## src/rtl/block_scan_reader.sv

```systemverilog
// Block-major frame reader: fetches fator x fator tiles from a single-port memory as a stream.
// Define BLOCK_SCAN_PAD_EN to emit partial edge tiles with clamped (edge-replicated) coordinates.
module block_scan_reader #(
    parameter int unsigned largura = 320,
    parameter int unsigned altura  = 240,
    parameter int unsigned fator   = 2,
    parameter int unsigned ADDR_W  = 17
) (
    input  logic              clk,
    input  logic              reset,
    input  logic              start,
    output logic              busy,
    output logic              done,
    output logic [ADDR_W-1:0] mem_addr,
    output logic              mem_rd_en,
    input  logic [7:0]        mem_data,
    output logic [7:0]        pixel_out,
    output logic              pixel_valid,
    input  logic              pixel_ready,
    output logic              block_last,
    output logic              frame_last
);

`ifdef BLOCK_SCAN_PAD_EN
    localparam int unsigned NBX = (largura + fator - 1) / fator;
    localparam int unsigned NBY = (altura + fator - 1) / fator;
`else
    localparam int unsigned NBX = largura / fator;
    localparam int unsigned NBY = altura / fator;
`endif

    localparam int unsigned DW  = $clog2(fator + 1);
    localparam int unsigned BXW = $clog2(NBX + 1);
    localparam int unsigned BYW = $clog2(NBY + 1);
    // One extra bit so padded coordinates cannot wrap before being clamped.
    localparam int unsigned XW  = ADDR_W + 1;

    localparam logic [DW-1:0]  DMAX  = DW'(fator - 1);
    localparam logic [BXW-1:0] BXMAX = BXW'(NBX - 1);
    localparam logic [BYW-1:0] BYMAX = BYW'(NBY - 1);

    typedef enum logic [2:0] {StIdle, StRead, StCapture, StHold, StDone} state_t;

    state_t          state;
    logic [DW-1:0]   dx, dy, dx_n, dy_n, tdx, tdy;
    logic [BXW-1:0]  bx, bx_n, tbx;
    logic [BYW-1:0]  by, by_n, tby;
    logic [XW-1:0]   x, y;
    logic [ADDR_W-1:0] addr_n;
    logic            tile_end, frame_end;

    assign tile_end  = (dx == DMAX) && (dy == DMAX);
    assign frame_end = tile_end && (bx == BXMAX) && (by == BYMAX);

    always_comb begin
        dx_n = dx;
        dy_n = dy;
        bx_n = bx;
        by_n = by;
        if (dx != DMAX) begin
            dx_n = dx + 1'b1;
        end else begin
            dx_n = '0;
            if (dy != DMAX) begin
                dy_n = dy + 1'b1;
            end else begin
                dy_n = '0;
                if (bx != BXMAX) begin
                    bx_n = bx + 1'b1;
                end else begin
                    bx_n = '0;
                    by_n = (by == BYMAX) ? '0 : by + 1'b1;
                end
            end
        end
    end

    // In HOLD the next read targets the advanced position; elsewhere the current one.
    always_comb begin
        tdx = (state == StHold) ? dx_n : dx;
        tdy = (state == StHold) ? dy_n : dy;
        tbx = (state == StHold) ? bx_n : bx;
        tby = (state == StHold) ? by_n : by;
        x = XW'(tbx) * XW'(fator) + XW'(tdx);
        y = XW'(tby) * XW'(fator) + XW'(tdy);
`ifdef BLOCK_SCAN_PAD_EN
        if (x > XW'(largura - 1)) x = XW'(largura - 1);
        if (y > XW'(altura - 1))  y = XW'(altura - 1);
`endif
        addr_n = ADDR_W'(y) * ADDR_W'(largura) + ADDR_W'(x);
    end

    always_ff @(posedge clk or negedge reset) begin
        if (!reset) begin
            state       <= StIdle;
            busy        <= 1'b0;
            done        <= 1'b0;
            mem_addr    <= '0;
            mem_rd_en   <= 1'b0;
            pixel_out   <= '0;
            pixel_valid <= 1'b0;
            block_last  <= 1'b0;
            frame_last  <= 1'b0;
            dx          <= '0;
            dy          <= '0;
            bx          <= '0;
            by          <= '0;
        end else begin
            unique case (state)
                StIdle: begin
                    if (start) begin
                        state     <= StRead;
                        busy      <= 1'b1;
                        mem_rd_en <= 1'b1;
                        mem_addr  <= addr_n;
                    end
                end
                StRead: begin
                    mem_rd_en <= 1'b0;
                    state     <= StCapture;
                end
                StCapture: begin
                    pixel_out   <= mem_data;
                    pixel_valid <= 1'b1;
                    block_last  <= tile_end;
                    frame_last  <= frame_end;
                    state       <= StHold;
                end
                StHold: begin
                    if (pixel_ready) begin
                        pixel_valid <= 1'b0;
                        block_last  <= 1'b0;
                        frame_last  <= 1'b0;
                        dx          <= dx_n;
                        dy          <= dy_n;
                        bx          <= bx_n;
                        by          <= by_n;
                        if (frame_end) begin
                            state <= StDone;
                            done  <= 1'b1;
                            busy  <= 1'b0;
                        end else begin
                            state     <= StRead;
                            mem_rd_en <= 1'b1;
                            mem_addr  <= addr_n;
                        end
                    end
                end
                StDone: begin
                    done  <= 1'b0;
                    state <= StIdle;
                end
                default: state <= StIdle;
            endcase
        end
    end

endmodule

```

## config.mk

```make
export PLATFORM = sky130hd
export DESIGN_NAME = block_scan_reader
export DESIGN_NICKNAME = d
export VERILOG_FILES = /design/src/rtl/block_scan_reader.sv
export SDC_FILE = /design/constraint.sdc
export NUM_CORES = 1
export LEC_CHECK = 0
export ABC_AREA = 1
export CAP_MARGIN = 20
export CORE_ASPECT_RATIO = 0.75
export CORE_MARGIN = 5
export CORE_UTILIZATION = 55
export DETAILED_ROUTE_END_ITERATION = 8
export HOLD_SLACK_MARGIN = 0.1
export PLACE_DENSITY = 0.89
export SLEW_MARGIN = 20
export SYNTH_ARGS = -nofsm -noshare
export SYNTH_HDL_FRONTEND = slang
export SYNTH_SLANG_ARGS = --single-unit
```

## constraint.sdc

```tcl
create_clock -name clk -period 8.17 [get_ports clk]
set_clock_uncertainty 0.15 [all_clocks]
set_input_delay 1.2255 -clock clk [delete_from_list [all_inputs] [get_ports clk]]
set_output_delay 1.2255 -clock clk [all_outputs]
set_load 0.01 [all_outputs]
```

[Yosys cells after proc, flatten, opt, wreduce, memory -nomap -nowiden]
Index checks and enable logic that the tools add are counted.
Word-level totals
  logic and storage cells: 87
  output and inout port bits: 31
  input bits: 12
  register bits: 53
Cells by class
  reduce and logical (&&, ||, !) cells: 15
  equal/unequal tests: 15
  add/subtract/negate cells: 7
  muxes and demuxes: 36
  $mul: 1
Operators by type and width (count)
  two-way mux 17 bit: 3
  two-way mux 7 bit: 5
  case mux 17 bit (2 select lines): 1
  two-way mux 8 bit: 4
  adder 17 x 10 -> 17 bit: 1
  case mux 3 bit (4 select lines): 1
  AND reduction 4 bit: 3
  multiplier 9 x 3 -> 11 bit (second input constant): 1
  adder 9 x 2 -> 10 bit: 1
  two-way mux 2 bit: 5
  case mux 1 bit (2 select lines): 5
  adder 8 x 2 -> 9 bit: 1
  two-way mux 3 bit: 3
  adder 8 x 1 -> 8 bit (second input constant): 1
  == test 8 bit (second input constant): 1
  two-way mux 1 bit: 8
  != test 2 bit (second input constant): 4
  != test 8 bit (second input constant): 1
  adder 7 x 1 -> 7 bit (second input constant): 1
  == test 7 bit (second input constant): 1
  == test 3 x 2 -> 1 bit (second input constant): 2
  AND reduction 2 bit: 3
  nonzero test 2 bit: 3
  adder 2 x 1 -> 2 bit (second input constant): 2
  other kinds (9): 13

[Depth between registers and ports, before layout]
Gate-level depths: netlist (run 1).
  word-level depth: 12
  depth in mapped cells: 38
  depth with buffers taken out: 38

[Worst setup path before layout (run 1)]
OpenSTA, ideal clock, no wires.
  kind: reg-to-reg
  start: register bx[1]
  end: register mem_addr[16]
  clock period less this slack: 4.180 ns
  cell stages (with the launch flop): 32
  required time: 7.954 ns
  buffers on the path: 0
  arrival time: 3.964 ns
  slack: 3.990 ns
  library setup time: 0.066 ns
  cell sequence: dfrtp_1 ha_1 nand2_1 inv_1 nand2_2 nor2_8 nand2_2 inv_1 o21ai_0 o21ai_0 o21ai_0 ha_1 ha_1 xor2_1 inv_1 ha_1 ha_1 fa_1 a21oi_1 o21bai_1 xnor2_1 nor2_1 nand2_1 nor3_1 nand3_1 nand2_1 nand2_1 inv_1 nand3_1 nand2_1 nand3_1 nand2_1
Between the ends
  cells in the longest elaborated chain, start to end: 11
  elaborated cells between the ends (all ways): 23
  those cells by class: 4 x add/sub; 1 x mul; 3 x eq/ne; 12 x mux; 3 x reduce/logical
RTL lines
  from (decl): RTL line 46  | logic [BXW-1:0] bx, bx_n, tbx;
  from (signal assigned): RTL line 136  | bx <= bx_n;
  != test 8 bit: RTL line 68  | if (bx != BXMAX) begin
  two-way mux 7 bit: RTL line 68
  two-way mux 7 bit: RTL line 64  | if (dy != DMAX) begin
  two-way mux 7 bit: RTL line 60  | if (dx != DMAX) begin
  two-way mux 7 bit: RTL line 83  | tby = (state == StHold) ? by_n : by;
  adder 8 x 2 -> 9 bit: RTL line 85  | y = XW'(tby) * XW'(fator) + XW'(tdy);
  multiplier 9 x 3 -> 11 bit: RTL line 90  | addr_n = ADDR_W'(y) * ADDR_W'(largura) + ADDR_W'(x);
  adder 17 x 10 -> 17 bit: RTL line 90
  two-way mux 17 bit: RTL line 138  | if (frame_end) begin
  two-way mux 17 bit: RTL line 130  | if (pixel_ready) begin
  case mux 17 bit (2 select lines): RTL line 109  | unique case (state)
  to (signal assigned): RTL line 115  | mem_addr <= addr_n;
  to (signal assigned): RTL line 145  | mem_addr <= addr_n;
  to (decl): RTL line 14  | output logic [ADDR_W-1:0] mem_addr,
Parallel ways exist; a longest one is shown, timed or not. The select of a mux whose other input is x is not followed.
A chain may end at the register's enable or synchronous reset.

[Final worst setup path (run 1)]
Ends and elaborated chain as after synthesis.

==> impl_results.md, run 1 <==
* CTS tree: built
* Vias in the first global route at 3,387
* Grt total ovfl at 0
* Hold WS at 0.3270 ns
* Initial antenna violation count at 0
* Clock-pin slew on the worst setup and hold paths at 0.10 ns
* Final Hold Fails at 0
* CTS max path bufs at 2
* Drt total wl at 8565 um
* Reg power frac at 25.1%
* CTS H-tree lvls at 2
* Syn_area_per_cell at 7.356 sq um
* Yosys top cell area share at 36.28%
* Drt initial violations at 273
* Internal power at 895.2 uW
* Max Slew Vio Count at 0
* Top cells by area, synth: dfrtp_1, nand2_1, ha_1, inv_1, o21ai_0
* Hold_buf cts at 0
* Run status: finished, final reports clean
* Mapped Cells at 497
* Starting density of the core at 57.29%
* Row Count at 25
* Post-layout util at 66.55%
* Min-delay worst type: register to register
* Layout Cells excl Fill at 621
* Final Setup Violations at 0
* Die height at 80.61 um
* Critical path origin: bx[1]
* # diodes at 0
* Combinational share of power at 65.7%
* Crit-path max FO at 7
* Number of synthesized flops with an enable pin at 0
* Slowest cell on the critical path: dfrtp_1
* PostCTS Resize Cnt at 0
* Routed via count at 3,449
* Relative slew slack at 44.67%
* Number of buffers and inverters on the critical path at 6
* Post-synthesis cell area at 0.003656 sq mm
* Later-pin clock latency in the skew report at 0.32 ns
* Yosys reg bits at 53
* Chip width at 104.1 um
* Root Driver: clkbuf_8
* Area leader, netlist: dfrtp_1
* Pin count of the biggest net entering global routing at 54
* Die ar. at 0.008395 sq mm
* Max VDD drop at 0.0002058 V
* DRC viols at 0
* Setup Fix Bufs, Post-CTS at 0
* CP required at 8.28 ns
* Synth cell types at 42
* Top achievable clock speed at 0.2095 GHz
* Fill cells at 525
* Most frequent cells in the layout: nand2_1, inv_1, dfrtp_1
* Final setup TNS at 0 ns
* Multi-input gate area at 0.002044 sq mm
* Sw frac at 50.41%
* Syn_nets at 531
* Placed Cells at 613
* Asr flop ratio synth at 100.0%
* DP Worst Slack at 3.463 ns
* Critical path class: register to register
* CP Data Arrival Time at 4.88 ns
* Crit path capture type: register
* Sequential fraction of the synthesis area at 36.28%
* RSZ-0062 raised after global routing: false
* Min-delay src: pixel_out[6]
* IO Pins at 43
* First-pass GRT wire length at 15,310 um
* FF+latch area at 0.001326 sq mm
* Clock Power Share at 9.2%
* RR Startpoint: bx[1]
* CTS Buf Count at 5
* Leak pwr at 2.157 nW
* Hpwl dp at 6505 um
* Drt pass-1 iters at 5
* Layout Nets at 573
* Most used cell, CP: nand2_1
* P&R area growth vs syn at 16.15%
* Sw Pwr at 909.9 uW
* Final WS setup at 3.396 ns
* Drt wl/cell at 13.79 um
* CP max stage delay at 0.43 ns
* Final ANT Viol Nets at 0
* Total track usage at 22.00%
* DR vias/cell at 5.554
* Worst Tran Pin Value at 0.8280 ns
* Prevailing post-synth register cell: dfrtp_1
* MaxCap Viol Count at 0
* Final Cycle Share at 58.43%
* Delay-heaviest family, CP: simple AND/OR/NAND/NOR gates
* Share of cells above drive strength 1 at 10.19%
* Routability cong. at 0.8919
* Power Density at 425.1 mW/mm^2
* CTS Sinks at 53
* # port buffers at 42
* Core box area at 0.006381 sq mm
* Minimum clock period at 4.774 ns
* CP Launch Type: register
* Leading cell type in the layout, fill and taps excluded: nand2_1
* Ys Warns at 0
[Yosys cell counts, types with 2 or more instances]
cell type / count
a31o_2: 2
xor2_1: 10
nand2_2: 10
inv_1: 56
or2_2: 2
xnor2_1: 5
nor2_1: 27
inv_2: 6
nand3_1: 31
clkbuf_1: 8
a31oi_1: 4
o31ai_1: 2
nand4_1: 12
nor2_2: 8
o21ai_1: 6
a21oi_1: 8
o21ai_2: 3
nor2_8: 2
nand2_1: 155
nor3_1: 3
o21ai_0: 39
ha_1: 21
dfrtp_1: 53
o22ai_1: 2
nand3_2: 5
[kinds of logic after synthesis]
kind of cell    Yosys count  synth area share, %
compound gates           75                12.08
flops                    53                36.28
xor+xnor                 15                3.593
fa+ha+maj                22                7.734
simple gates            259                32.51
buf+inv                  73                7.803
[layer usage]
metal,GRT usage [%],vias to the layer above,part of all wire [%]
met4,8.279,0,2.1
met1,28.15,1607,44
met5,0,-,0
met2,37.60,125,47
li1,-,1698,-
met3,3.775,19,7.2
[worst reg2reg max path, delay by kind of cell, from the launching register on]
kind / cells / cell delay [ns]
XOR/XNOR: 1 / 0.17
AND/OR/NAND/NOR: 18 / 1.72
flip-flops: 1 / 0.43
adder cells (fa/ha/maj): 5 / 1.22
buffers and inverters: 6 / 0.45
AO/OA/AOI/OAI: 4 / 0.58
[registers in the layout, summed over array words and instances (netlist names)]
name and count:
bx 8, dx 2, pixel_valid 1, block_last 1, mem_addr 17, pixel_out 8, busy 1, dy 2
mem_rd_en 1, by 7, state 3, done 1, frame_last 1
[final timing paths]
kind / endpoint / slack, ns / cells past startpoint
min reg2reg: pixel_out[6] / 0.33 / 2
max reg2reg: mem_addr[16] / 3.40 / 34
max: mem_addr[16] / 3.40 / 34
min in group asynchronous: pixel_out[6] / 0.86 / 2
max in group asynchronous: mem_addr[9] / 6.55 / 2
min: pixel_out[6] / 0.33 / 2
[layout make-up]
type                            count  area share [%]
Multi-Input combinational cell    371           48.14
Timing Repair Buffer               45           10.31
Sequential cell                    53           31.23
Tap cell                           81           2.387
Clock inverter                      2          0.4125
Inverter                           63           5.569
Clock buffer                        6           1.945
[power by group through the flow]
stage	Sequential, mW	Combinational [mW]	Clock, mW
floorplan	0.472	0.810	0
global placement	0.452	1.12	0
detailed placement	0.455	1.16	0
CTS	0.453	1.17	0.166
global route	0.470	1.33	0.180
finish	0.454	1.19	0.165
[through the flow]
step	power [mW]	instance area, sq um
floorplan	1.282	3656
global placement	1.569	4146
detailed placement	1.620	4146
CTS	1.793	4247
global route	1.982	4247
finish	1.805	4247
Power figures use the tool's default switching activity.
==> inputs of run 2 (changes only) <==
==> constraint.sdc (replaced) <==
create_clock -name clk -period 4.8 [get_ports clk]
set_clock_uncertainty 0.15 [all_clocks]
set_input_delay 0.72 -clock clk [delete_from_list [all_inputs] [get_ports clk]]
set_output_delay 0.72 -clock clk [all_outputs]
set_load 0.01 [all_outputs]
==> impl_results.md, run 2 (synthesized netlist as in run 1, its figures left out) <==
* Run status: finished, final reports clean
* Min-delay worst type: register to register
* Crit-path max FO at 6 (-1)
* Total track usage at 22.48% (+0.48 points)
* Layout Nets at 589 (+2.8%)
* Chip width at 104.1 um (unchanged)
* Max Slew Vio Count at 0 (unchanged)
* CTS Buf Count at 5 (unchanged)
* CTS max path bufs at 2 (unchanged)
* Root Driver: clkbuf_8
* CTS tree: built
* Final Setup Violations at 0 (unchanged)
* Initial antenna violation count at 0 (unchanged)
* Hold_buf cts at 0 (unchanged)
* Routed via count at 3,592 (+4.1%)
* Routability cong. at 0.9730 (+9.1%)
* Power Density at 753.7 mW/mm^2 (+77%)
* CP max stage delay at 0.43 ns (about the same)
* Pin count of the biggest net entering global routing at 54 (unchanged)
* DR vias/cell at 5.648 (+1.7%)
* # diodes at 0 (unchanged)
* Die ar. at 0.008395 sq mm (unchanged)
* Max VDD drop at 0.0003357 V (+63%)
* Leading cell type in the layout, fill and taps excluded: nand2_1
* Leak pwr at 2.259 nW (+4.7%)
* CTS Sinks at 53 (unchanged)
* Drt initial violations at 363 (+33%)
* Drt wl/cell at 15.31 um (+11%)
* DRC viols at 0 (unchanged)
* Later-pin clock latency in the skew report at 0.31 ns (about the same)
* First-pass GRT wire length at 15,500 um (+1.2%)
* Die height at 80.61 um (unchanged)
* Largest regs: mem_addr: 17 flops, bx: 8 flops, pixel_out: 8 flops
* CP Data Arrival Time at 4.68 ns (-0.20 ns)
* Hpwl dp at 6661 um (+2.4%)
* CTS H-tree lvls at 2 (unchanged)
* Starting density of the core at 57.29% (unchanged)
* Final Hold Fails at 0 (unchanged)
* Minimum clock period at 4.572 ns (-0.2018 ns)
* Final Cycle Share at 95.25% (+37 points)
* Final setup TNS at 0 ns (unchanged)
* CP Launch Type: register
* Most frequent cells in the layout: nand2_1, inv_1, dfrtp_1
* Share of cells above drive strength 1 at 16.76% (+6.6 points)
* Worst Tran Pin Value at 0.6805 ns (-0.1475 ns)
* Top achievable clock speed at 0.2187 GHz (+4.4%)
* Relative slew slack at 54.63% (+10 points)
* Grt total ovfl at 0 (unchanged)
* Drt total wl at 9738 um (+14%)
* Biggest register: mem_addr
* Slowest cell on the critical path: fa_2
* Pwr Total at 3.378 mW (+87%)
* Vias in the first global route at 3,445 (+1.7%)
* MaxCap Viol Count at 0 (unchanged)
* Row Count at 25 (unchanged)
* Critical path class: register to register
* Fill cells at 491 (-6.5%)
* Final ANT Viol Nets at 0 (unchanged)
* Most used cell, CP: nand2_1
* IO Pins at 43 (unchanged)
* Drt pass-1 iters at 5 (unchanged)
* Core box area at 0.006381 sq mm (unchanged)
* Clock-pin slew on the worst setup and hold paths at 0.10 ns (about the same)
* CP required at 4.91 ns (-3.37 ns)
* Post-layout util at 70.24% (+3.7 points)
* Max reg flops at 17 (unchanged)
* P&R area growth vs syn at 22.59%
* Crit path capture type: register
* # port buffers at 42 (unchanged)
[run 2: cell types whose count changed in the layout (fill, tap and decap cells not counted), sizes merged]
cell	change
clkinv	-1
clkinvlp	+1
buf	+16
inv	-1
[run 2: through the flow]
| stage | hold slack (ns) | cell area [sq um] | setup WS [ns] | instances |
|---|---|---|---|---|
| after floorplan | 0.2744 | 3656 | 0.6201 | 497 |
| after global placement | 0.3047 | 4177 | 0.4182 | 617 |
| after detailed placement | 0.3123 | 4177 | 0.08425 | 617 |
| after CTS | 0.3352 | 4274 | 0.02275 | 625 |
| after global routing | 0.3578 | 4482 | -0.06741 | 636 |
| final | 0.3333 | 4482 | 0.2281 | 636 |
[run 2: what timing repair did]
item | 4_1_cts | 5_1_grt
gates resized for setup | 1 | 30
setup endpoints to repair | 1 | 3
pin swaps | 0 | 13
setup buffers | 1 | 11
gates cloned | 0 | 0
[run 2: power breakdown]
part	leakage, nW	internal [mW]	switching [mW]	total [mW]
Combinational	1.54	0.935	1.40	2.34
Clock	0.0433	0.114	0.152	0.266
Sequential	0.672	0.633	0.142	0.775
[run 2: metal layers]
layer | global-route usage [%] | part of all wire (%) | vias to the layer above | wire [um]
met3 | 4.337 | 6.3 | 33 | 615
li1 | - | - | 1727 | -
met4 | 7.762 | 2.4 | 0 | 229
met2 | 40.01 | 50 | 139 | 4830
met1 | 27.45 | 42 | 1693 | 4061
met5 | 0 | 0 | - | 0
[run 2: final cells by class]
class | count | area [sq um] | share of cell area [%]
timing repair buffer | 61 | 558.0 | 12.45
inverter | 63 | 236.5 | 5.276
clock buffer | 6 | 82.58 | 1.843
multi-input combinational | 371 | 2168 | 48.38
clock inverter | 1 | 7.507 | 0.1675
tap | 81 | 101.3 | 2.261
sequential | 53 | 1328 | 29.62
[run 2: critical path, delay by kind of cell, from the launching register on]
family,cells,cell delay [ns]
buffers and inverters,4,0.32
and+or+nand+nor,14,1.22
DFF,1,0.39
adders and majority gates,6,1.46
AOI/OAI and AO/OA,5,0.59
xor gates and xnor gates,2,0.35
[run 2: path summary, 6_finish.rpt]
| kind | slack, ns | depth (start not counted) | to | start |
|---|---|---|---|---|
| max | 0.23 | 31 | mem_addr[16] | bx[0] |
| min | 0.33 | 2 | mem_rd_en | mem_rd_en |
| max reg2reg | 0.23 | 31 | mem_addr[16] | bx[0] |
| min reg2reg | 0.33 | 2 | mem_rd_en | mem_rd_en |
| max in group asynchronous | 3.64 | 2 | by[0] | reset |
| min in group asynchronous | 0.37 | 2 | pixel_out[6] | reset |
==> inputs of run 3 (changes only) <==
--- a/config.mk
+++ b/config.mk
@@ -10,6 +10,7 @@
 export CORE_ASPECT_RATIO = 0.75
 export CORE_MARGIN = 5
 export CORE_UTILIZATION = 55
+export CTS_CLUSTER_DIAMETER = 80
 export DETAILED_ROUTE_END_ITERATION = 8
 export HOLD_SLACK_MARGIN = 0.1
 export PLACE_DENSITY = 0.89
==> results of run 3 <==
Final layout, timing and power as in run 2 (identical DEF).
